==> src/rtl/noc_master_arbiter_if.sv <==
// noc_master_arbiter_if: request/grant and flit bus between processors, the arbiter and the router ports
interface noc_master_arbiter_if #(
  parameter int N_PORTS = 4,
  parameter int FLIT_W = 9,
  parameter int PW = (N_PORTS > 1) ? $clog2(N_PORTS) : 1
);
  logic [N_PORTS-1:0]        req_in;
  logic [PW*N_PORTS-1:0]     dest_in;
  logic [FLIT_W*N_PORTS-1:0] flit_in;
  logic [N_PORTS-1:0]        master_response;
  logic [FLIT_W*N_PORTS-1:0] flit_out;
  logic [N_PORTS-1:0]        valid_out;
  logic                      busy;
  logic                      abort_pulse;
  modport slave (
    input  req_in, dest_in, flit_in,
    output master_response, flit_out, valid_out, busy, abort_pulse
  );
  modport master (
    output req_in, dest_in, flit_in,
    input  master_response, flit_out, valid_out, busy, abort_pulse
  );
endinterface

==> src/rtl/noc_master_arbiter.sv <==
// noc_master_arbiter: round-robin single-grant switch forwarding one source's flits to its destination until tlast
module noc_master_arbiter #(
  parameter int N_PORTS = 4,
  parameter int FLIT_W = 9,
  parameter int MAX_FLITS = 256
) (
  input logic clock,
  input logic reset,
  noc_master_arbiter_if.slave bus
);
  localparam int PW = (N_PORTS > 1) ? $clog2(N_PORTS) : 1;
  localparam int CW = $clog2(MAX_FLITS);
  typedef enum logic [1:0] {IDLE, XFER, GAP} state_t;
  state_t state;
  logic [PW-1:0] rr_ptr, src, dest, pick;
  logic [CW-1:0] flit_cnt;
  logic [FLIT_W-1:0] flit;
  logic timeout, last;
  assign flit = bus.flit_in[int'(src)*FLIT_W +: FLIT_W];
  assign timeout = flit_cnt == CW'(MAX_FLITS - 1);
  assign last = flit[FLIT_W-1] | timeout;
  assign bus.busy = state != IDLE;
  // Scan from the far end so the final hit is the first requester at or after rr_ptr.
  always_comb begin
    pick = '0;
    for (int k = N_PORTS - 1; k >= 0; k--)
      if (bus.req_in[(int'(rr_ptr) + k) % N_PORTS]) pick = PW'((int'(rr_ptr) + k) % N_PORTS);
  end
  always_ff @(posedge clock or posedge reset) begin
    if (reset) begin
      state <= IDLE;
      rr_ptr <= '0;
      src <= '0;
      dest <= '0;
      flit_cnt <= '0;
      bus.master_response <= '0;
      bus.flit_out <= '0;
      bus.valid_out <= '0;
      bus.abort_pulse <= 1'b0;
    end else begin
      case (state)
        IDLE: begin
          bus.valid_out <= '0;
          bus.abort_pulse <= 1'b0;
          if (|bus.req_in) begin
            src <= pick;
            dest <= bus.dest_in[int'(pick)*PW +: PW];
            bus.master_response <= N_PORTS'(1) << pick;
            rr_ptr <= PW'((int'(pick) + 1) % N_PORTS);
            state <= XFER;
          end
        end
        XFER: begin
          bus.flit_out[int'(dest)*FLIT_W +: FLIT_W] <= {last, flit[FLIT_W-2:0]};
          bus.valid_out <= N_PORTS'(1) << dest;
          bus.abort_pulse <= timeout & ~flit[FLIT_W-1];
          flit_cnt <= timeout ? flit_cnt : flit_cnt + 1'b1;
          if (last) begin
            bus.master_response <= '0;
            state <= GAP;
          end
        end
        GAP: begin
          bus.valid_out <= '0;
          bus.abort_pulse <= 1'b0;
          flit_cnt <= '0;
          state <= IDLE;
        end
        default: state <= IDLE;
      endcase
    end
  end
endmodule

==> src/flat_wrapper.sv <==
// flat-port wrapper written by rule: the top's interface ports become plain ports
module noc_master_arbiter_flat 
#(
  parameter int N_PORTS = 4,
  parameter int FLIT_W = 9,
  parameter int MAX_FLITS = 256
)
  (clock, reset, bus_req_in, bus_dest_in, bus_flit_in, bus_master_response, bus_flit_out, bus_valid_out, bus_busy, bus_abort_pulse);
  noc_master_arbiter_if #(.N_PORTS(N_PORTS), .FLIT_W(FLIT_W)) bus_i ();
  input logic clock;
  input logic reset;
  input wire logic [$bits(bus_i.req_in)-1:0] bus_req_in;
  input wire logic [$bits(bus_i.dest_in)-1:0] bus_dest_in;
  input wire logic [$bits(bus_i.flit_in)-1:0] bus_flit_in;
  output wire logic [$bits(bus_i.master_response)-1:0] bus_master_response;
  output wire logic [$bits(bus_i.flit_out)-1:0] bus_flit_out;
  output wire logic [$bits(bus_i.valid_out)-1:0] bus_valid_out;
  output wire logic [$bits(bus_i.busy)-1:0] bus_busy;
  output wire logic [$bits(bus_i.abort_pulse)-1:0] bus_abort_pulse;
  assign bus_i.req_in = bus_req_in;
  assign bus_i.dest_in = bus_dest_in;
  assign bus_i.flit_in = bus_flit_in;
  assign bus_master_response = bus_i.master_response;
  assign bus_flit_out = bus_i.flit_out;
  assign bus_valid_out = bus_i.valid_out;
  assign bus_busy = bus_i.busy;
  assign bus_abort_pulse = bus_i.abort_pulse;
  noc_master_arbiter #(.N_PORTS(N_PORTS), .FLIT_W(FLIT_W), .MAX_FLITS(MAX_FLITS)) u_core (.clock(clock), .reset(reset), .bus(bus_i));
endmodule
==> config.mk <==
export PLATFORM = sky130hd
export DESIGN_NAME = noc_master_arbiter_flat
export DESIGN_NICKNAME = d
export VERILOG_FILES = /design/src/rtl/noc_master_arbiter_if.sv /design/src/rtl/noc_master_arbiter.sv /design/src/flat_wrapper.sv
export SDC_FILE = /design/constraint.sdc
export NUM_CORES = 1
export LEC_CHECK = 0
export CAP_MARGIN = 20
export CORE_UTILIZATION = 50
export CTS_CLUSTER_DIAMETER = 30
export DETAILED_ROUTE_END_ITERATION = 8
export GPL_ROUTABILITY_DRIVEN = 0
export GPL_TIMING_DRIVEN = 0
export HOLD_SLACK_MARGIN = 0.12
export MAX_ROUTING_LAYER = met4
export PLACE_DENSITY_LB_ADDON = 0.25
export SYNTH_ARGS = -nofsm -noshare
export SYNTH_HDL_FRONTEND = slang
export SYNTH_SLANG_ARGS = --single-unit
==> constraint.sdc <==
create_clock -name clock -period 4.37 [get_ports clock]
set_clock_uncertainty 0.1 [all_clocks]
set_input_delay 0.6555 -clock clock [delete_from_list [all_inputs] [get_ports clock]]
set_output_delay 0.6555 -clock clock [all_outputs]
set_load 0.01 [all_outputs]
### Word-level counts from Yosys, hierarchy flattened

Index checks and enable logic that the tools add are counted.

* register bits after elaboration: 61
* logic and storage cells: 79
* output and inout bits: 46

* shift operators: 6
* add/sub/neg operators: 6
* multiplexer cells: 26
* bitwise gates (word level): 6
* $mul: 2
* equal/unequal tests: 6
* reductions and logical operators: 14
* magnitude comparators: 4

Operator list (number)
* 36-bit bitwise mux: 1
* 9-bit by 33-bit variable shift with 36-bit output, first input constant: 1
* 36-bit by 32-bit indexed part select with 9-bit output: 1
* 9-bit by 33-bit indexed part select with 36-bit output: 1
* 32-bit negation with 33-bit output: 1
* 4-bit case mux with 2 select lines: 2
* 8-bit case mux with 2 select lines: 1
* 3-bit by 4-bit less-than comparator with 1-bit output, second input constant: 3
* 2-bit by 4-bit multiplier with 6-bit output, second input constant: 2
* 2-bit 2-to-1 mux: 6
* 8-bit by 1-bit adder with 8-bit output, second input constant: 1
* 1-bit binary-select mux with 2-bit select: 4
* 8-bit == test, second input constant: 1
* 4-bit 2-to-1 mux: 2
* 8-bit 2-to-1 mux: 1
* 2-bit nonzero test: 4
* 2-bit OR reduction: 4
* 8-bit by 4-bit indexed part select with 2-bit output: 1
* 1-bit by 2-bit << shifter with 4-bit output, first input constant: 2
* 1-bit 2-to-1 mux: 7
* 2-bit AND reduction: 3
* 2-bit by 1-bit adder with 2-bit output, second input constant: 2
* 2-bit adder, second input constant: 2
* 2-bit by 1-bit inequality test with 1-bit output, second input constant: 2
* 13 further kinds: 15

### Longest topological paths before layout

* depth in word-level cells: 13
* gate-level depth with buffers: 6
* gate-level depth less buffers: 6

### Worst setup path after synthesis

OpenSTA, ideal clock, no wires.

* path kind: input -> register
* start point: in bus_req_in[0]
* end point: reg u_core.dest[1]
* path buffers: 0
* arrival time: 1753 ps
* slack: 2394 ps
* stages: 5
* setup time: 123 ps
* required time: 4147 ps
* cells stage by stage: and2b_4 > a2111oi_4 > nor2_2 > mux2_4 > o221a_1

* longest elaborated chain between the ends: 8
* elaborated cells between the ends (all ways): 18
* those cells by class: shift (1); mux (15); reduce/logical (2)

Ends and longest elaborated chain
* from (decl): line flat_wrapper.sv:12 `input wire logic [$bits(bus_i.req_in)-1:0] bus_req_in;`
* 1-bit binary-select mux with 2-bit select: line noc_master_arbiter.sv:27 `if (bus.req_in[(int'(rr_ptr) + k) % N_PORTS]) pick = PW'((int'(rr_ptr) + k) % N_PORTS);`
* 1-bit 2-to-1 mux (implied by the code) (2 in series): line noc_master_arbiter.sv:27
* 2-bit 2-to-1 mux (4 in series): line noc_master_arbiter.sv:27
* 8-bit by 4-bit indexed part select with 2-bit output: line noc_master_arbiter.sv:47 `dest <= bus.dest_in[int'(pick)*PW +: PW];`
* to (signal assigned): line noc_master_arbiter.sv:47
* to (decl): line noc_master_arbiter.sv:15 `logic [PW-1:0] rr_ptr, src, dest, pick;`

Parallel ways exist; a longest one is shown, timed or not. The select of a mux whose other input is x is not followed.
A chain may end at the register's enable or synchronous reset.

### Worst setup path after layout

* start point: reg u_core.state[1]
* end point: out bus_busy

* longest elaborated chain between the ends: 1

Ends and longest elaborated chain
* from (decl): line noc_master_arbiter.sv:14 `state_t state;`
* from (signal assigned): line noc_master_arbiter.sv:31 `state <= IDLE;`
* from (signal assigned): line noc_master_arbiter.sv:50 `state <= XFER;`
* from (signal assigned): line noc_master_arbiter.sv:60 `state <= GAP;`
* 2-bit nonzero test: line noc_master_arbiter.sv:22 `assign bus.busy = state != IDLE;`
* to (decl): line flat_wrapper.sv:18 `output wire logic [$bits(bus_i.busy)-1:0] bus_busy;`

Every way passes these cells.

==> out/results.ini <==
[critical_path]
critical_path.top_delay_family=buffers and inverters
endpoint_kind=output pin
path_buf_inv=2
cp.arrival_ns=1.62
cp-start-kind=register
crit_chain=buf_6 -> or2_4 -> clkdlybuf4s50_1
required_ns=3.61
path_max_fanout=10
crit_slowest_cell=clkdlybuf4s50_1
crit_type=reg2out
critPathMaxStageDelay_ns=0.48
r2r_slack_ns=2.27

[die]
io_pins=96
core_area_sq_um=5570
dieArea_sq_um=6180
core.rowCount=27
dieHeight_um=78.6
initial_utilization_pct=52.6
die_width_um=78.6

[routing]
drc=0
vias=2396
ant_nets=0
drt-total-wl_mm=7.22
drtPass1Iterations=4
viasPerCell=5.72
drt_iter0_markers=90
wl_per_cell_um=17.2

[layout]
ff_latch_area_sq_um=1530
nets=398
area_growth_pct=42.9
multi_input_area_sq_um=1320
fill_cells=382
layout-drive-gt1-share_pct=15.0
n_antenna_cell=0
final_area_sq_um=4190

[placed_design]
placed_cell_area_sq_um=4000
place_hpwl_mm=5.28
port_buffers=95

[sta]
period_minus_slack_ns=2.38
hold_violations=0
rsz0062_at_grt=false
fin_crit_sh_pct=54.5
max_freq_mhz=420
slew_headroom_pct=58.3
setup_tns_ns=0
tightestPinTransition_ns=0.624
final-max-slew-violation-count=0
setup_viol=0

[yosys]
synthXorXnorAreaFrac_pct=0.597
synthSimpleGateAreaFrac_pct=12.5
ys_ff_latch=61
synth-compound-area-share_pct=19.8
syn_inst=235
seq_area_frac_synth_pct=52.0
synthAdderAreaFrac_pct=2.56
syn-mean-instance-area_sq_um=12.5
ys_warn_count=0
ys.flop_type=dfrtp_1
async_reset_ff_share_pct=100
synth_mux_area_share_pct=9.47
synth_nets=291
synth-edff-count=0
syn_area_sq_um=2930
synth.distinct_cells=52
synth_top_family_by_area=compound AO/OA/AOI/OAI gates

[global_route]
antenna_found_initial=0
grt_max_degree=35
grt_pass1_vias=2409
grt-ovfl-total=0
grt_pass1_wl_mm=11.8
grt_usage_pct=26.6

[cts]
cts_buffer_depth=2
clk-insertion-delay-late_ns=0.35
cts_made_buffers=9
postCtsSetupBuffers=0
path_clk_slew_ns=0.07
clockRootBuffer=clkbuf_8
hold_buffers=0
cts_tree=built
cts_resized=0
cts.sinks=61
htree_levels=3

[flow_run]
cap_violations=0

[power_and_ir_drop]
powerDensity_nw_per_um2=664
total_power_mw=2.78
peakVddDrop_mv=0.396
cellLeakagePower_nw=1.81

[worst_hold_path]
min_path_type=reg2reg

[outcome]
status=completed

==> worst reg2reg max path, delay by kind of cell (launching register included) <==
| kind | cells | cell delay, ns |
|---|---|---|
| DFF | 1 | 0.52 |
| AOI/OAI and AO/OA | 1 | 0.23 |
| and+or+nand+nor | 2 | 0.61 |
| buffers and inverters | 1 | 0.19 |
| adders and majority gates | 1 | 0.39 |
==> layout make-up <==
| type | instances | area share, % |
|---|---|---|
| Sequential cell | 61 | 36.4 |
| Tap cell | 72 | 2.15 |
| Multi-Input combinational cell | 156 | 31.4 |
| Inverter | 10 | 0.895 |
| Clock inverter | 7 | 1.79 |
| Timing Repair Buffer | 96 | 23.2 |
| Clock buffer | 9 | 2.95 |
| Buffer | 8 | 1.22 |
==> per-layer routing <==
metal  global-route usage, %  routed length (um)
met2                    40.6                3560
met5                       -                   0
met1                    34.1                3160
met4                    9.63                 116
met3                    7.33                 379
==> sequential cells by signal, summed over array words and instances, names as in the netlist <==
| name | cells |
|---|---|
| u_core.bus.valid_out | 4 |
| u_core.bus.abort_pulse | 1 |
| u_core.src | 2 |
| u_core.flit_cnt | 8 |
| u_core.state | 2 |
| u_core.bus.flit_out | 36 |
| u_core.rr_ptr | 2 |
| u_core.bus.master_response | 4 |
| u_core.dest | 2 |
==> path summary, 6_finish.rpt <==
path	startpoint	end	cells past startpoint
max	u_core.state[1]$_DFFE_PP0P_	bus_busy	3
min	u_core.bus.flit_out[35]$_DFFE_PP0P_	u_core.bus.flit_out[35]$_DFFE_PP0P_	2
max reg2reg	u_core.dest[0]$_DFFE_PP0P_	u_core.bus.flit_out[6]$_DFFE_PP0P_	5
min reg2reg	u_core.bus.flit_out[35]$_DFFE_PP0P_	u_core.bus.flit_out[35]$_DFFE_PP0P_	2
min in group asynchronous	reset	u_core.bus.valid_out[2]$_DFFE_PP0P_	2
max in group asynchronous	reset	u_core.bus.flit_out[26]$_DFFE_PP0P_	3
==> where the power goes <==
group          total, mW  switching, mW  internal [mW]
logic               1.36          0.666          0.698
registers          0.914          0.148          0.766
clock network      0.506          0.242          0.265
total               2.78           1.06           1.73
==> cells in the mapped netlist, drive strengths merged, types with 3 or more instances <==
master / number / share of area, %
a21oi: 5 / 1.4
clkbuf: 3 / 0.47
ha: 6 / 2.6
nor2b: 6 / 1.3
buf: 5 / 1.3
and3: 3 / 0.64
nor2: 12 / 2.0
dfrtp: 61 / 52
a22o: 33 / 9.9
nor3: 3 / 0.68
mux2i: 6 / 2.0
o21ai: 18 / 3.1
inv: 10 / 1.3
or2: 3 / 0.73
a21o: 3 / 0.77
mux4: 9 / 6.9
nand2: 21 / 2.7
==> kinds of logic after synthesis <==
| group | after synthesis |
|---|---|
| buffers and inverters | 18 |
| AOI/OAI and AO/OA | 72 |
| and+or+nand+nor | 60 |
| muxes | 16 |
| adders and majority gates | 6 |
| xor gates and xnor gates | 2 |
| DFF | 61 |
==> per-stage QoR <==
step | hold slack, ns | std cells | util, % | setup WS [ns]
2_1_floorplan | 0.351 | 235 | - | 2.10
3_3_place_gp | 0.362 | 402 | 71.3 | 1.11
3_5_place_dp | 0.373 | 403 | 71.7 | 1.75
4_1_cts | 0.394 | 419 | 75.2 | 1.97
5_1_grt | 0.428 | 419 | 75.2 | 1.93
6_report | 0.390 | 419 | 75.2 | 1.99
==> cell usage in the layout, fill, tap and decap left out, drive strengths merged, types with 2 or more instances in the layout <==
cell type / count
nor3: 3
o21ai: 18
inv: 11
a21o: 3
clkinv: 2
nand2: 21
a21oi: 5
clkdlybuf4s50: 95
nor2b: 6
dfrtp: 61
a22o: 33
mux2i: 6
mux4: 9
o41ai: 2
nor4b: 2
nand3: 2
nor2: 12
clkbuf: 12
buf: 6
and3: 3
ha: 6
or2: 3
nand4: 2
clkinvlp: 3
Power figures use the tool's default switching activity.
